$ cat src/rtl/fact_accel.sv
// fact_accel: memory-mapped iterative factorial accelerator.
// Firmware writes N, issues a start through CTRL, polls STATUS and reads
// RESULT. One multiply step is performed per clock while the FSM is in CALC.
// Operands above 12 are rejected with err because 13! does not fit in 32 bits.
//
// Optional feature: define FACT_ACCEL_IRQ_EN to add a registered done
// interrupt output 'irq'. Without it, completion is observed by polling STATUS.

module fact_accel (
  input  logic        clk,
  input  logic        rst,
  input  logic        we,
  input  logic [1:0]  a,
  input  logic [31:0] wd,
  output logic [31:0] rd
`ifdef FACT_ACCEL_IRQ_EN
  ,
  output logic        irq
`endif
);

  // Word addresses within the block
  localparam logic [1:0] ADDR_N      = 2'd0;
  localparam logic [1:0] ADDR_CTRL   = 2'd1;
  localparam logic [1:0] ADDR_STATUS = 2'd2;
  localparam logic [1:0] ADDR_RESULT = 2'd3;

  // Largest operand whose factorial still fits in 32 bits
  localparam logic [3:0] MAX_N = 4'd12;

  typedef enum logic [1:0] {
    IDLE = 2'd0,
    CALC = 2'd1,
    DONE = 2'd2
  } stateT;

  stateT       state;
  stateT       stateNext;

  logic [3:0]  n;
  logic [3:0]  nNext;
  logic [3:0]  cnt;
  logic [3:0]  cntNext;
  logic [31:0] res;
  logic [31:0] resNext;
  logic        done;
  logic        doneNext;
  logic        err;
  logic        errNext;

  logic        busy;
  logic        wrN;
  logic        startCmd;
  logic        wrStatus;
  logic        enterDone;

  // Only the low nibble of wd is architecturally meaningful; upper bits are
  // deliberately discarded.
  logic        unusedWdBits;
  assign unusedWdBits = ^wd[31:4];

  assign busy = (state == CALC);

  // Bus write decode: every write that changes state is locked out while busy
  always_comb begin
    wrN      = 1'b0;
    startCmd = 1'b0;
    wrStatus = 1'b0;
    if (we && !busy) begin
      case (a)
        ADDR_N:      wrN      = 1'b1;
        ADDR_CTRL:   startCmd = wd[0];
        ADDR_STATUS: wrStatus = 1'b1;
        default:     ;
      endcase
    end
  end

  // Next-state and datapath update: start/abort handling, one multiply per CALC cycle
  always_comb begin
    stateNext = state;
    nNext     = n;
    cntNext   = cnt;
    resNext   = res;
    doneNext  = done;
    errNext   = err;
    enterDone = 1'b0;

    if (wrN) begin
      nNext = wd[3:0];
    end

    case (state)
      IDLE, DONE: begin
        if (startCmd) begin
          if (n > MAX_N) begin
            stateNext = DONE;
            resNext   = 32'd0;
            doneNext  = 1'b1;
            errNext   = 1'b1;
            enterDone = 1'b1;
          end else begin
            stateNext = CALC;
            resNext   = 32'd1;
            cntNext   = n;
            doneNext  = 1'b0;
            errNext   = 1'b0;
          end
        end else if (wrStatus) begin
          stateNext = IDLE;
          doneNext  = 1'b0;
          errNext   = 1'b0;
        end
      end

      CALC: begin
        if (cnt <= 4'd1) begin
          stateNext = DONE;
          doneNext  = 1'b1;
          enterDone = 1'b1;
        end else begin
          resNext = res * {28'd0, cnt};
          cntNext = cnt - 4'd1;
        end
      end

      default: begin
        stateNext = IDLE;
      end
    endcase
  end

  // State register with synchronous reset; reset also aborts a running calculation
  always_ff @(posedge clk) begin
    if (rst) begin
      state <= IDLE;
    end else begin
      state <= stateNext;
    end
  end

  // Operand, counter, result and status flag registers
  always_ff @(posedge clk) begin
    if (rst) begin
      n    <= 4'd0;
      cnt  <= 4'd0;
      res  <= 32'd0;
      done <= 1'b0;
      err  <= 1'b0;
    end else begin
      n    <= nNext;
      cnt  <= cntNext;
      res  <= resNext;
      done <= doneNext;
      err  <= errNext;
    end
  end

`ifdef FACT_ACCEL_IRQ_EN
  // Done interrupt: set with done, cleared by a STATUS write or a new start
  always_ff @(posedge clk) begin
    if (rst) begin
      irq <= 1'b0;
    end else if (enterDone) begin
      irq <= 1'b1;
    end else if (wrStatus || startCmd) begin
      irq <= 1'b0;
    end
  end
`endif

  // Combinational read mux over the four-word register map
  always_comb begin
    rd = 32'd0;
    case (a)
      ADDR_N:      rd = {28'd0, n};
      ADDR_CTRL:   rd = {31'd0, busy};
      ADDR_STATUS: rd = {30'd0, err, done};
      ADDR_RESULT: rd = res;
      default:     rd = 32'd0;
    endcase
  end

endmodule

$ cat config.mk
export PLATFORM = sky130hd
export DESIGN_NAME = fact_accel
export DESIGN_NICKNAME = d
export VERILOG_FILES = /design/src/rtl/fact_accel.sv
export SDC_FILE = /design/constraint.sdc
export NUM_CORES = 1
export LEC_CHECK = 0
export ABC_AREA = 1
export CORE_MARGIN = 2
export CORE_UTILIZATION = 40
export DETAILED_ROUTE_END_ITERATION = 12
export SYNTH_ARGS = -nofsm -noshare
export SYNTH_HDL_FRONTEND = slang
export SYNTH_SLANG_ARGS = --single-unit
$ cat constraint.sdc
create_clock -name clk -period 5.6 [get_ports clk]
set_input_delay 1.12 -clock clk [delete_from_list [all_inputs] [get_ports clk]]
set_output_delay 1.12 -clock clk [all_outputs]
set_load 0.05 [all_outputs]
After elaboration in Yosys (flattened, before gate mapping)
Index checks and enable logic that the tools add are counted.

word-level totals
  register bits = 44
  word-level logic and storage cells = 57
  bits in latches = 0
  bits in read-only memories = 0
  input port bits = 37
  memories = 0
  memory bits (writable) = 0
  output and inout bits = 32

operators by class
  eq/ne operators = 10
  div/mod/pow operators = 0
  $mul = 1
  add/subtract/negate cells = 1
  order comparisons = 2
  shifts and indexed selects = 0
  reduce and logical (&&, ||, !) cells = 12
  bitwise gates (word level) = 0
  muxes and demuxes = 25

operators by type and width
  kind                                                                               number
  32-bit one-hot mux with 4 select lines                                             1
  32-bit 2-to-1 mux                                                                  2
  32-bit one-hot mux with 2 select lines                                             1
  32-bit by 4-bit multiplier with 32-bit output                                      1
  4-bit 2-to-1 mux                                                                   3
  1-bit 2-to-1 mux                                                                   11
  2-bit 2-to-1 mux                                                                   4
  4-bit one-hot mux with 2 select lines                                              1
  2-bit equality test (second input constant)                                        3
  2-bit != test (second input constant)                                              3
  3-bit AND reduction                                                                2
  2-bit by 1-bit equality test with 1-bit output (second input constant)             2
  4-bit greater-than comparator (second input constant)                              1
  4-bit by 1-bit less-or-equal comparator with 1-bit output (second input constant)  1
  2-bit logical NOT                                                                  2
  2-bit one-hot mux with 2 select lines                                              1
  2-bit AND reduction                                                                2
  4-bit AND reduction                                                                1
  2-bit nonzero test                                                                 2
  4-bit by 1-bit subtractor with 4-bit output (second input constant)                1
  3-bit != test (second input constant)                                              1
  2-bit by 1-bit != test with 1-bit output (second input constant)                   1
  1-bit one-hot mux with 2 select lines                                              1
  2-bit OR reduction                                                                 1
  2 further kinds                                                                    2

Logic depth before layout (Yosys ltp)
  depth after elaboration = 7
  mapped depth = 22
  mapped depth without buffers = 19

Least setup slack after synthesis
OpenSTA, ideal clock, no wires.

  path kind = input -> output
  start point = input a[0]
  end point = output rd[2]
  buffers on the path = 1
  stages on the path = 4
  data required time = 4.480 ns
  arrival time = 2.589 ns
  slack = 1.891 ns
  path through = buf_2 -> nor2_1 -> inv_1 -> o21ai_0

on the way
  word-level cells in the longest chain between the ends = 2

RTL lines
  element                                            line  source
  start: declaration                                 13    input logic [1:0] a,
  2-bit equality test, or another cell as far along  175   case (a)
  32-bit one-hot mux with 4 select lines (*)         175
  end: declaration                                   15    output logic [31:0] rd

Every way passes the cells marked *; elsewhere a longest branch is shown, timed or not.

Worst setup path in the final report
  start point = input a[0]
  end point = output rd[14]

Same word-level chain as after synthesis.

==> key figures <==
Timing
  – Post-route minimum period: 4620 ps
  – Clock skew: 6.30 ps
  – Slew Limit Fails: 0
  – Final Hold Fails: 0
  – Worst-Margin Slew: 1020 ps
  – # setup viols final: 0
  – Worst slew margin: 32.1%
  – Fmax achieved: 216 MHz
  – TNS Setup: 0 ps
  – Unrepaired setup endpoints after global routing: no
  – Period utilization: 82.5%

Outcome
  – Status: finished, final reports clean

Synth
  – Syn_nets: 1,263
  – Seq/Total Area, Yosys: 13.0%
  – Flops & latches, synth: 44
  – Gate Count Post-Synth: 1,135
  – Post-synth top area share: 19.0%
  – Synth Cell Area: 6770 um^2
  – Synth area leaders: nand2_1 19%, inv_1 18%, fa_1 17%
  – Synth area leader: nand2_1
  – Netlist cell types: 38
  – Syn_area_per_cell: 5.97 um^2
  – Ys Warns: 0

GRT
  – Initial antenna violation count: 0
  – Vias in the first global route: 6,300
  – Grt total ovfl: 0
  – Largest net degree at the start of global routing: 45
  – Tot GR Track Use: 20.4%
  – First-pass GRT wire length: 30,000 um

Power and ir drop
  – Leak Pwr: 4.32 nW
  – Max IR drop VDD: 133 uV
  – Power per Cell Area: 99.2 nW/um^2

Route
  – Routed vias/inst: 4.62
  – DR vias: 6,355
  – DR pass1 iterations: 5
  – WL final: 17,200 um
  – DRC viols: 0
  – Iter 0 DRT Violations: 316
  – Routed WL per cell: 12.5 um
  – Remaining antenna violation count: 0

Clocking
  – Clock transition at the registers of the reported paths: 70 ps
  – Clk sinks: 44
  – Root Buffer: clkbuf_16
  – Post-CTS Setup Bufs: 0
  – Num CTS Buffers: 5
  – Post-CTS sizing: 0
  – Max H-tree Level: 2
  – Clock Tree Buf Depth: 2
  – Hold buffer count at CTS: 0
  – CTS tree: built
  – Later-pin clock latency in the skew report: 310 ps

Setup path
  – Crit end category: output port
  – Startpoint types: input pin
  – Max incr delay on CP: 800 ps
  – Critical Path AT: 3500 ps
  – Crit-path max FO: 17
  – Crit-path slowest cell: clkdlybuf4s50_1
  – Most used cell, CP: clkdlybuf4s50_1
  – Crit path cell chain: clkdlybuf4s50_1 > nand2_1 > buf_4 > nor2_1 > clkdlybuf4s50_1
  – Critical Path RT: 4480 ps
  – Crit path kind: in -> out

Placement
  – Placed instance count: 1,369
  – RD Place Congestion: 0.901
  – IO Port Bufs: 40
  – HPWL Detailed: 13,400 um

Layout
  – Cell Count, Final, Fillers Out: 1,377
  – Nets: 1,284
  – Antenna Cells: 0
  – Reg area: 881 um^2
  – Multi-input logic area: 4450 um^2
  – Area Overhead vs Synth: 10.5%
  – Share of layout cells above drive strength 1: 6.83%
  – Fill count: 1,852

Floorplanning
  – Num rows: 47
  – Die Y: 134 um
  – Initial core utilization: 40.8%
  – Core area: 16,600 um^2
  – Die X: 134 um
  – I/O pins: 69
  – Die area: 18,000 um^2

Job
  – MaxCap Viol Count: 0

Hold path
  – Min-Delay Path Class: reg -> reg
cell families after synthesis:
group / after synthesis / share of synthesized area, %
fa+ha+maj: 91 / 23.1
compound gates: 101 / 8.87
xor+xnor: 3 / 0.388
buf+inv: 370 / 21.3
simple gates: 526 / 33.3
flops: 44 / 13.0
report_power, final:
group | leakage, nW | internal, mW | total, mW | switching, mW
clock | 0.0804 | 0.213 | 0.360 | 0.147
sequential | 0.355 | 0.316 | 0.327 | 0.0106
combinational | 3.88 | 0.0167 | 0.0554 | 0.0387
total | 4.32 | 0.545 | 0.742 | 0.197
metal layers:
| metal | vias to the layer above | global-route usage (%) | share of wire, % | wire, um |
|---|---|---|---|---|
| li1 | 3341 | - | - | - |
| met1 | 2907 | 28.0 | 50 | 8510 |
| met2 | 98 | 34.9 | 46 | 7950 |
| met3 | 9 | 2.12 | 3.3 | 563 |
| met4 | 0 | 4.44 | 0.87 | 150 |
| met5 | - | 0 | 0 | 0 |
flip-flops by register name, indices dropped and copies added, names as in the netlist:
| register | cells |
|---|---|
| res | 32 |
| cnt | 4 |
| n | 4 |
| state | 2 |
| done | 1 |
| err | 1 |
cell usage after synthesis:
cell type and count:
xor2_1 3, a21oi_4 1, nand2_4 2, fa_1 57, a21o_1 3, nor2_2 8
nor2_1 73, nand2_1 343, buf_4 2, nor3_1 4, buf_6 5, o21ai_2 1
or2_2 1, nand3_1 55, nand4_1 8, a211oi_2 3, and2_1 1, nor2_4 4
nand2_2 12, ha_1 34, a211oi_1 6, buf_1 6, inv_1 322, nand3_2 5
inv_4 1, buf_2 5, o211ai_1 2, inv_2 16, nor3_2 7, a21oi_2 4
dfxtp_1 44, a21oi_1 56, o21ai_0 20, o21bai_1 3, o2111ai_1 1, nand3b_1 3
clkbuf_1 13, a221oi_1 1
worst max-delay path, delay by kind of cell:
kind | cells | cell delay [ps]
buffers and inverters | 3 | 1800
and+or+nand+nor | 2 | 570
through the flow:
stage / power [mW] / utilization, % / hold slack [ps] / worst slack (ps) / area, um^2
6_report: 0.742 / 45.1 / 478 / 979 / 7480
3_3_place_gp: 0.390 / 44.1 / 462 / 968 / 7310
2_1_floorplan: 0.371 / - / 445 / 1890 / 6770
5_1_grt: 0.767 / 45.1 / 506 / 786 / 7480
3_5_place_dp: 0.390 / 44.1 / 466 / 956 / 7310
4_1_cts: 0.749 / 45.1 / 475 / 949 / 7480
layout make-up:
class | count | area share, %
Tap cell | 220 | 3.68
Sequential cell | 44 | 11.8
Timing Repair Buffer | 45 | 5.78
Clock buffer | 5 | 1.67
Inverter | 339 | 17.0
Clock inverter | 3 | 0.619
Multi-Input combinational cell | 721 | 59.4
placed cells by master (no fill, tap or decap), drive strengths merged, types with 5 or more instances in the layout:
cell type | netlist | routed
nand2 | 357 | 357
inv | 339 | 340
nor2 | 85 | 85
a21oi | 61 | 61
nand3 | 60 | 60
fa | 57 | 57
dfxtp | 44 | 44
clkdlybuf4s50 | 0 | 39
ha | 34 | 34
o21ai | 21 | 21
nor3 | 11 | 11
a211oi | 9 | 9
nand4 | 8 | 8
buf | 18 | 6
clkbuf | 13 | 5
path summary, 6_finish.rpt:
path	startpoint	endpoint	slack (ps)	cells past startpoint
max	a[0]	rd[14]	980	5
min	done	done	480	2
max reg2reg	cnt[1]	res[30]	1580	15
min reg2reg	done	done	480	2
No activity file was read; power rests on OpenSTA's default activity.
